**config.mk**
```make
export PLATFORM = sky130hd
export DESIGN_NAME = fifo_level
export DESIGN_NICKNAME = d
export VERILOG_FILES = /design/src/rtl/fifo_level.sv
export SDC_FILE = /design/constraint.sdc
export NUM_CORES = 1
export LEC_CHECK = 0
export BUFFER_PORTS_ARGS = -buffer_cell sky130_fd_sc_hd__buf_4
export CORE_MARGIN = 1
export CORE_UTILIZATION = 55
export DETAILED_ROUTE_END_ITERATION = 10
export HOLD_SLACK_MARGIN = 0.15
export PLACE_DENSITY = 0.73
export SYNTH_ARGS = -nofsm -noshare
export SYNTH_HDL_FRONTEND = slang
export SYNTH_SLANG_ARGS = --single-unit
```
**constraint.sdc**
```tcl
create_clock -name clk -period 7.7 [get_ports clk]
set_input_delay 1.54 -clock clk [delete_from_list [all_inputs] [get_ports clk]]
set_output_delay 1.54 -clock clk [all_outputs]
set_load 0.01 [all_outputs]
```
**src/rtl/fifo_level.sv**
```systemverilog
// First-word-fall-through FIFO with an occupancy counter, programmable almost-full/almost-empty
// flags, sticky overflow/underflow error flags and a synchronous clear.
module fifo_level #(
   parameter int DATA_WIDTH    = 8,
   parameter int ADDR_WIDTH    = 4,
   parameter int AFULL_THRESH  = 12,
   parameter int AEMPTY_THRESH = 2
) (
   input  logic                  clk,
   input  logic                  reset,
   input  logic                  clr,
   input  logic                  wr,
   input  logic [DATA_WIDTH-1:0] w_data,
   input  logic                  rd,
   output logic [DATA_WIDTH-1:0] r_data,
   output logic                  full,
   output logic                  empty,
   output logic                  almost_full,
   output logic                  almost_empty,
   output logic [ADDR_WIDTH:0]   level,
   output logic                  overflow,
   output logic                  underflow
);

   localparam int DEPTH = 2 ** ADDR_WIDTH;
   localparam int LW    = ADDR_WIDTH + 1;

   localparam logic [LW-1:0] DEPTH_L  = LW'(DEPTH);
   localparam logic [LW-1:0] AFULL_L  = LW'(AFULL_THRESH);
   localparam logic [LW-1:0] AEMPTY_L = LW'(AEMPTY_THRESH);

   logic [DATA_WIDTH-1:0] storage_q [DEPTH];

   logic [ADDR_WIDTH-1:0] wPtr_q, wPtr_d;
   logic [ADDR_WIDTH-1:0] rPtr_q, rPtr_d;
   logic [LW-1:0]         level_q, level_d;
   logic                  overflow_q, overflow_d;
   logic                  underflow_q, underflow_d;

   logic rdAccept;
   logic wrAccept;

   // A write into a full FIFO is still legal when a read frees the slot in the same cycle.
   always_comb begin
      rdAccept = rd && (level_q != '0);
      wrAccept = wr && ((level_q != DEPTH_L) || rdAccept);
   end

   // Next-state: clear wins over every request and suppresses error flagging.
   always_comb begin
      wPtr_d      = wPtr_q;
      rPtr_d      = rPtr_q;
      level_d     = level_q;
      overflow_d  = overflow_q;
      underflow_d = underflow_q;
      if (clr) begin
         wPtr_d      = '0;
         rPtr_d      = '0;
         level_d     = '0;
         overflow_d  = 1'b0;
         underflow_d = 1'b0;
      end else begin
         if (wrAccept) begin
            wPtr_d = wPtr_q + 1'b1;
         end
         if (rdAccept) begin
            rPtr_d = rPtr_q + 1'b1;
         end
         case ({wrAccept, rdAccept})
            2'b10:   level_d = level_q + 1'b1;
            2'b01:   level_d = level_q - 1'b1;
            default: level_d = level_q;
         endcase
         if (wr && !wrAccept) begin
            overflow_d = 1'b1;
         end
         if (rd && !rdAccept) begin
            underflow_d = 1'b1;
         end
      end
   end

   // Control state register; async reset returns everything to the empty state.
   always_ff @(posedge clk or posedge reset) begin
      if (reset) begin
         wPtr_q      <= '0;
         rPtr_q      <= '0;
         level_q     <= '0;
         overflow_q  <= 1'b0;
         underflow_q <= 1'b0;
      end else begin
         wPtr_q      <= wPtr_d;
         rPtr_q      <= rPtr_d;
         level_q     <= level_d;
         overflow_q  <= overflow_d;
         underflow_q <= underflow_d;
      end
   end

   // Storage has no reset so it can map onto plain RAM; clear leaves the contents in place.
   always_ff @(posedge clk) begin
      if (wrAccept && !clr) begin
         storage_q[wPtr_q] <= w_data;
      end
   end

   // Flags decode from the level register only, so no request input reaches them combinationally.
   always_comb begin
      r_data       = storage_q[rPtr_q];
      level        = level_q;
      full         = (level_q == DEPTH_L);
      empty        = (level_q == '0);
      almost_full  = (level_q >= AFULL_L);
      almost_empty = (level_q <= AEMPTY_L);
      overflow     = overflow_q;
      underflow    = underflow_q;
   end

endmodule

```
Word level (Yosys, flattened, before mapping). Memories as Yosys holds them, arrays and structs flattened. Cells that the tools add are included.

Add/sub/neg operators: 4. Order comparisons: 2. Equal/unequal tests: 4. Multiplexer cells: 12. Reduce and logical (&&, ||, !) cells: 16.

Operators by type and width (count): two-way mux 4 bit (4); one-hot mux 5 bit (2 select lines) (1); adder 4 x 1 -> 4 bit (second input constant) (2); nonzero test 2 bit (4); two-way mux 1 bit (6); adder 5 x 1 -> 5 bit (second input constant) (1); == test 5 bit (second input constant) (1); >= comparator 5 x 4 -> 1 bit (second input constant) (1); less-or-equal comparator 5 x 2 -> 1 bit (second input constant) (1); logical AND 1 bit (5); zero test 5 bit (1); two-way mux 5 bit (1); != test 5 bit (second input constant) (1); nonzero test 5 bit (1); subtractor 5 x 1 -> 5 bit (second input constant) (1); zero test 1 bit (3); nonzero test 3 bit (1); == test 2 x 1 -> 1 bit (second input constant) (1); == test 2 bit (second input constant) (1); logical OR 1 bit (1).

Register bits after elaboration: 15. RAM bits: 128. Output and inout port bits: 19. Memories kept: 1.

Memory list: storage_q (depth 16, width 8, read ports 1, clocked after Yosys merged registers in 0, wr ports 1, line 32) `logic [DATA_WIDTH-1:0] storage_q [DEPTH];`.

Depth between registers and ports, before layout. Gate-level depths: netlist (run 1).

Word-level depth: 8. Depth in mapped cells: 9.

Least setup slack after synthesis (run 1). No wires, ideal clock.

Path kind: reg-to-output. Start point: reg rPtr_q[0]. End point: out r_data[0]. Arrival: 1.749 ns. Setup slack: 4.411 ns. Stages on the path, launching flop included: 5. Cells stage by stage: dfrtp_1 > buf_2 > buf_4 > mux4_2 > mux4_2.

Longest elaborated chain between the ends: 1.

Ends and longest elaborated chain: start, declared (line 35) `logic [ADDR_WIDTH-1:0] rPtr_q, rPtr_d;`; start signal, assigned (line 93) `rPtr_q <= rPtr_d;`; memory read (16 x 8 bit); end, declared (line 15) `output logic [DATA_WIDTH-1:0] r_data,`.

No other way between the ends.

Worst setup path in the final report (run 1).
Start point: reg rPtr_q[0]. End point: out r_data[3].

Same word-level chain as after synthesis.

==> results of run 1 <==
==> report_power, final <==
| part | total (W) | internal (W) | switching, W |
|---|---|---|---|
| clock network | 0.000816 | 0.000498 | 0.000318 |
| logic | 0.000501 | 0.000253 | 0.000247 |
| registers | 0.000902 | 0.000870 | 0.0000321 |
| total | 0.00222 | 0.00162 | 0.000597 |
==> layer usage <==
metal,routed length (um),track usage,vias up
li1,-,-,1318
met1,4880,0.329,1577
met2,5820,0.352,116
met3,675,0.0680,17
met4,248,0.0863,0
met5,0,0,-
==> logic make-up (layout without fill, tap and decap cells) <==
family / Yosys count / after routing / synth area share
AND/OR/NAND/NOR: 56 / 56 / 0.0428
buffers and inverters: 24 / 74 / 0.0191
XOR/XNOR: 6 / 6 / 0.00890
adder cells (fa/ha/maj): 9 / 9 / 0.0203
AO/OA/AOI/OAI: 26 / 26 / 0.0367
flip-flops: 143 / 143 / 0.714
multiplexers: 43 / 43 / 0.158
==> cells in the mapped netlist (2+ instances only) <==
library cell	instances	share of area
nor3_1	3	0.0025
nor2b_1	4	0.0042
a21oi_1	5	0.0042
nor2_1	29	0.018
o21ai_0	3	0.0025
o2111ai_1	2	0.0030
dfrtp_1	15	0.064
ha_1	8	0.017
mux4_2	40	0.15
a31oi_1	2	0.0021
mux2i_1	2	0.0034
xnor2_1	3	0.0044
clkbuf_1	7	0.0044
nand2_1	8	0.0051
buf_4	3	0.0038
edfxtp_1	128	0.65
o41ai_1	2	0.0030
xor2_1	3	0.0044
nand3_1	4	0.0034
buf_2	3	0.0025
a211oi_1	2	0.0025
or2_2	2	0.0021
inv_1	8	0.0051
o211ai_1	2	0.0025
==> worst max-delay path: stages (launching register included) <==
cell and delay [ps]:
dfrtp_2 410, buf_4 530, mux4_2 630, mux4_2 520, buf_4 170
==> layout make-up <==
class / instances / area share
clock buffers: 18 / 0.0610
clock inverters: 14 / 0.0265
inverters: 9 / 0.00494
multi-input cells: 140 / 0.230
flip-flops and latches: 143 / 0.617
well taps: 136 / 0.0249
repair buffers: 33 / 0.0362
==> stage by stage <==
step / hold WS [ps] / instances / utilization / setup WS (ps) / area, um^2
3_5_place_dp: 498 / 461 / 0.602 / 3910 / 6250
5_1_grt: 574 / 493 / 0.660 / 3220 / 6850
6_report: 514 / 493 / 0.660 / 3360 / 6850
3_3_place_gp: 500 / 461 / 0.602 / 3930 / 6250
2_1_floorplan: 529 / 307 / - / 4410 / 5910
4_1_cts: 511 / 493 / 0.660 / 3300 / 6850
==> sequential cells by signal (all words and copies together) (netlist names) <==
| register | cells |
|---|---|
| storage_q | 128 |
| level | 5 |
| rPtr_q | 4 |
| wPtr_q | 4 |
| overflow | 1 |
| underflow | 1 |
==> worst max path at each step <==
stage                     slack [ps]  cells past startpoint   endpoint      start
after floorplan                 4410                      4  r_data[0]  rPtr_q[0]
after global placement          3930                      4  r_data[1]  rPtr_q[0]
after detailed placement        3910                      4  r_data[1]  rPtr_q[0]
after CTS                       3300                      4  r_data[3]  rPtr_q[0]
after global routing            3220                      4  r_data[3]  rPtr_q[0]
final                           3360                      4  r_data[3]  rPtr_q[0]
==> results_dict.tcl, run 1 <==
set metrics [dict create \
    cts_max_level 4 \
    area_growth_pct 15.9 \
    antenna_found_initial 0 \
    r2r_start "level[0]" \
    fin_worst_skew_ps 7.34 \
    gp_congestion 0.852 \
    routed_wl_um 11600 \
    place_hpwl_um 6950 \
    power.density_mw_per_mm2 324 \
    rows 37 \
    power_w 0.00222 \
    die_w_um 106 \
    die_area_mm2 0.0112 \
    clock_path_buffers 2 \
    coreArea_mm2 0.0104 \
    seq_area_mm2 0.00422 \
    n_antenna_cell 0 \
    synth.distinct_cells 43 \
    grtUsageTotal 0.234 \
    insertion_delay_ps 530 \
    cts_resized 0 \
    cts_setup_buffers 0 \
    ys.flop_type "edfxtp_1" \
    first_global_vias 3054 \
    period_share 0.564 \
    cp_data_arrival_time_ps 2800 \
    synth_warnings 0 \
    worst-path-max-fanout 32 \
    multi_input_area_mm2 0.00157 \
    grt_pass1_wl_um 18100 \
    cts_made_buffers 17 \
    power_leakage_nw 2.29 \
    synth_seq_area_share 0.714 \
    endpoint_kind "primary output" \
    whs_path_depth 2 \
    drt-wirelength-per-cell_um 23.6 \
    maxSlewViolCount 0 \
    ys_ff_latch 143 \
    syn_inst 307 \
    nFillCells 721 \
    crit_type "register to primary output" \
    syn-cell-area_mm2 0.00591 \
    drc_errors 0 \
    final_cell_mix "edfxtp_1, mux4_2, buf_4" \
    cap_violations 0 \
    clk_pin_slew_ps 60 \
    syn_nets 329 \
    holdBufCountCts 0 \
    final_common_cell "edfxtp_1" \
    first_pass_iters 5 \
    ff2ff_path_depth 8 \
    port_buffers 31 \
    grt_start_max_net_pins 36 \
    whs_endpoint "underflow" \
    finalSetupTns_ps 0 \
    detail-route-antenna-nets 0 \
    worstPathRequired_ps 6160 \
    async_flop_share 0.105 \
    cts_root_buffer "clkbuf_8" \
    r2r_setup_slack_ps 4760 \
    setup_viol 0 \
    vias 3028 \
    min_path_type "register to register" \
    r2r_end "level[4]" \
    tightest_slew_ps 1110 \
    min_from "underflow" \
    drt_iter0_markers 288 \
    rsz0062_at_grt "false" \
    synth_area_per_cell_um2 19.2 \
    io_pins 32 \
    start_kind "register" \
    cts_tree "done" \
    synth_edf_count 128 \
    timing.slew.headroom 0.258 \
    finalCriticalPeriod_ps 4340 \
    fmaxAchievable_mhz 230 \
    initial_core_util 0.569 \
    chipHeight_um 106 \
    peakVddDrop_uv 197 \
    status "finished, final reports clean" \
    nets 366 \
    detail_route.vias_per_cell 6.14 \
    cts_sinks 143 \
    drive_above_1_share 0.314 \
    grt_overflow 0 \
    hold_viol 0 \
]
Power figures use the tool's default switching activity.
==> run 2: changes to the inputs <==
==> constraint.sdc (replaced) <==
create_clock -name clk -period 4.1 [get_ports clk]
set_input_delay 0.82 -clock clk [delete_from_list [all_inputs] [get_ports clk]]
set_output_delay 0.82 -clock clk [all_outputs]
set_load 0.01 [all_outputs]
==> run 2 against run 1 <==
  * Utilization up 0.87 points
  * Worst hold slack worse by 120 ps
  * Total power rose by 86%
  * Clock-buffer cell count stayed put
  * Critical path depth is the same
  * Critical path type unchanged
==> results_dict.tcl, run 2 (synthesized netlist as in run 1, its figures left out) <==
set metrics [dict create \
    whs_ps 393 \
    clock_path_buffers 2 \
    first_pass_iters 5 \
    detail_route.vias_per_cell 6.00 \
    final-instance-count-excl-fill 505 \
    insertion_delay_ps 520 \
    cap_violations 0 \
    clk_pin_slew_ps 60 \
    power_leakage_nw 2.36 \
    worst-path-max-fanout 18 \
    chipHeight_um 106 \
    rows 37 \
    cts_tree "done" \
    coreArea_mm2 0.0104 \
    ff2ff_path_depth 8 \
    period_share 0.856 \
    routed_wl_um 11600 \
    maxSlewViolCount 0 \
    crit_start "rPtr_q[0]" \
    r2r_setup_slack_ps 1160 \
    holdBufCountCts 0 \
    drive_above_1_share 0.331 \
    antenna_found_initial 0 \
    gp_congestion 0.802 \
    cp-endpoint "r_data[6]" \
    power.density_mw_per_mm2 595 \
    nFillCells 689 \
    drc_errors 0 \
    port_buffers 31 \
    drt_iter0_markers 243 \
    fmaxAchievable_mhz 285 \
    rsz0062_at_grt "false" \
    setup_viol 0 \
    final_cell_mix "edfxtp_1, buf_4, mux4_2" \
    min_path_type "primary input to async pin" \
    hold_viol 0 \
    n_antenna_cell 0 \
    cts_sinks 143 \
    grt_start_max_net_pins 29 \
    cp_data_arrival_time_ps 2690 \
    die_area_mm2 0.0112 \
    area_growth_pct 17.4 \
    finalCriticalPeriod_ps 3510 \
    grtUsageTotal 0.229 \
    detail-route-antenna-nets 0 \
    crit_type "register to primary output" \
    final_common_cell "edfxtp_1" \
    start_kind "register" \
    dp.cells 473 \
    fin_worst_skew_ps 10.0 \
    initial_core_util 0.569 \
    timing.slew.headroom 0.263 \
    die_w_um 106 \
    io_pins 32 \
    grt_pass1_wl_um 17800 \
    regMostFlops "storage_q" \
    endpoint_kind "primary output" \
    cts_resized 0 \
    place_hpwl_um 7020 \
    cts_root_buffer "clkbuf_8" \
    finalSetupTns_ps 0 \
    worstPathRequired_ps 3280 \
    r2r_end "level[4]" \
    cts_max_level 4 \
    grt_overflow 0 \
    drt-wirelength-per-cell_um 23.0 \
    vias 3031 \
    first_global_vias 3144 \
    cts_setup_buffers 0 \
    post-route-util 0.669 \
    cts_made_buffers 17 \
    nets 378 \
    status "finished, final reports clean" \
    r2r_start "level[0]" \
    largest_reg_flops 128 \
    tightest_slew_ps 1100 \
    peakVddDrop_uv 347 \
]
run 2: power by group:
group / internal [W] / total [W] / switching [W]
sequential: 0.00163 / 0.00174 / 0.000107
clock: 0.000924 / 0.00150 / 0.000573
combinational: 0.000490 / 0.000890 / 0.000400
total: 0.00305 / 0.00413 / 0.00108
run 2: area by class of cell:
cell class | instances | area [um^2] | share of cell area
clock buffer | 18 | 418 | 0.0603
clock inverter | 14 | 169 | 0.0244
inverter | 9 | 33.8 | 0.00487
multi-input combinational | 140 | 1570 | 0.227
sequential | 143 | 4220 | 0.609
tap | 136 | 170 | 0.0245
timing repair buffer | 45 | 350 | 0.0505
run 2: worst min path at each step:
stage,to,cells past startpoint,slack (ps)
6_report,level[4],2,390
5_1_grt,level[4],2,450
4_1_cts,level[4],2,390
3_5_place_dp,underflow,2,490
3_3_place_gp,underflow,2,480
2_1_floorplan,underflow,2,530
run 2: per-layer routing:
| layer | vias up | part of all wire | track usage |
|---|---|---|---|
| met1 | 1554 | 0.41 | 0.311 |
| met2 | 112 | 0.51 | 0.359 |
| li1 | 1346 | - | - |
| met5 | - | 0 | 0 |
| met4 | 0 | 0.020 | 0.0913 |
| met3 | 19 | 0.056 | 0.0606 |
run 2: critical path, stage by stage (launching register included):
cell     delay (ps)
dfrtp_2         750
buf_12          270
mux4_2          520
mux4_2          480
buf_4           160
run 2: stage by stage:
stage                     total power (W)  area, um^2  setup WS, ps
after floorplan                   0.00241        5910          1530
after global routing              0.00430        6940           419
final                             0.00413        6940           590
after CTS                         0.00416        6940           522
after detailed placement          0.00266        6350          1060
after global placement            0.00264        6350          1080
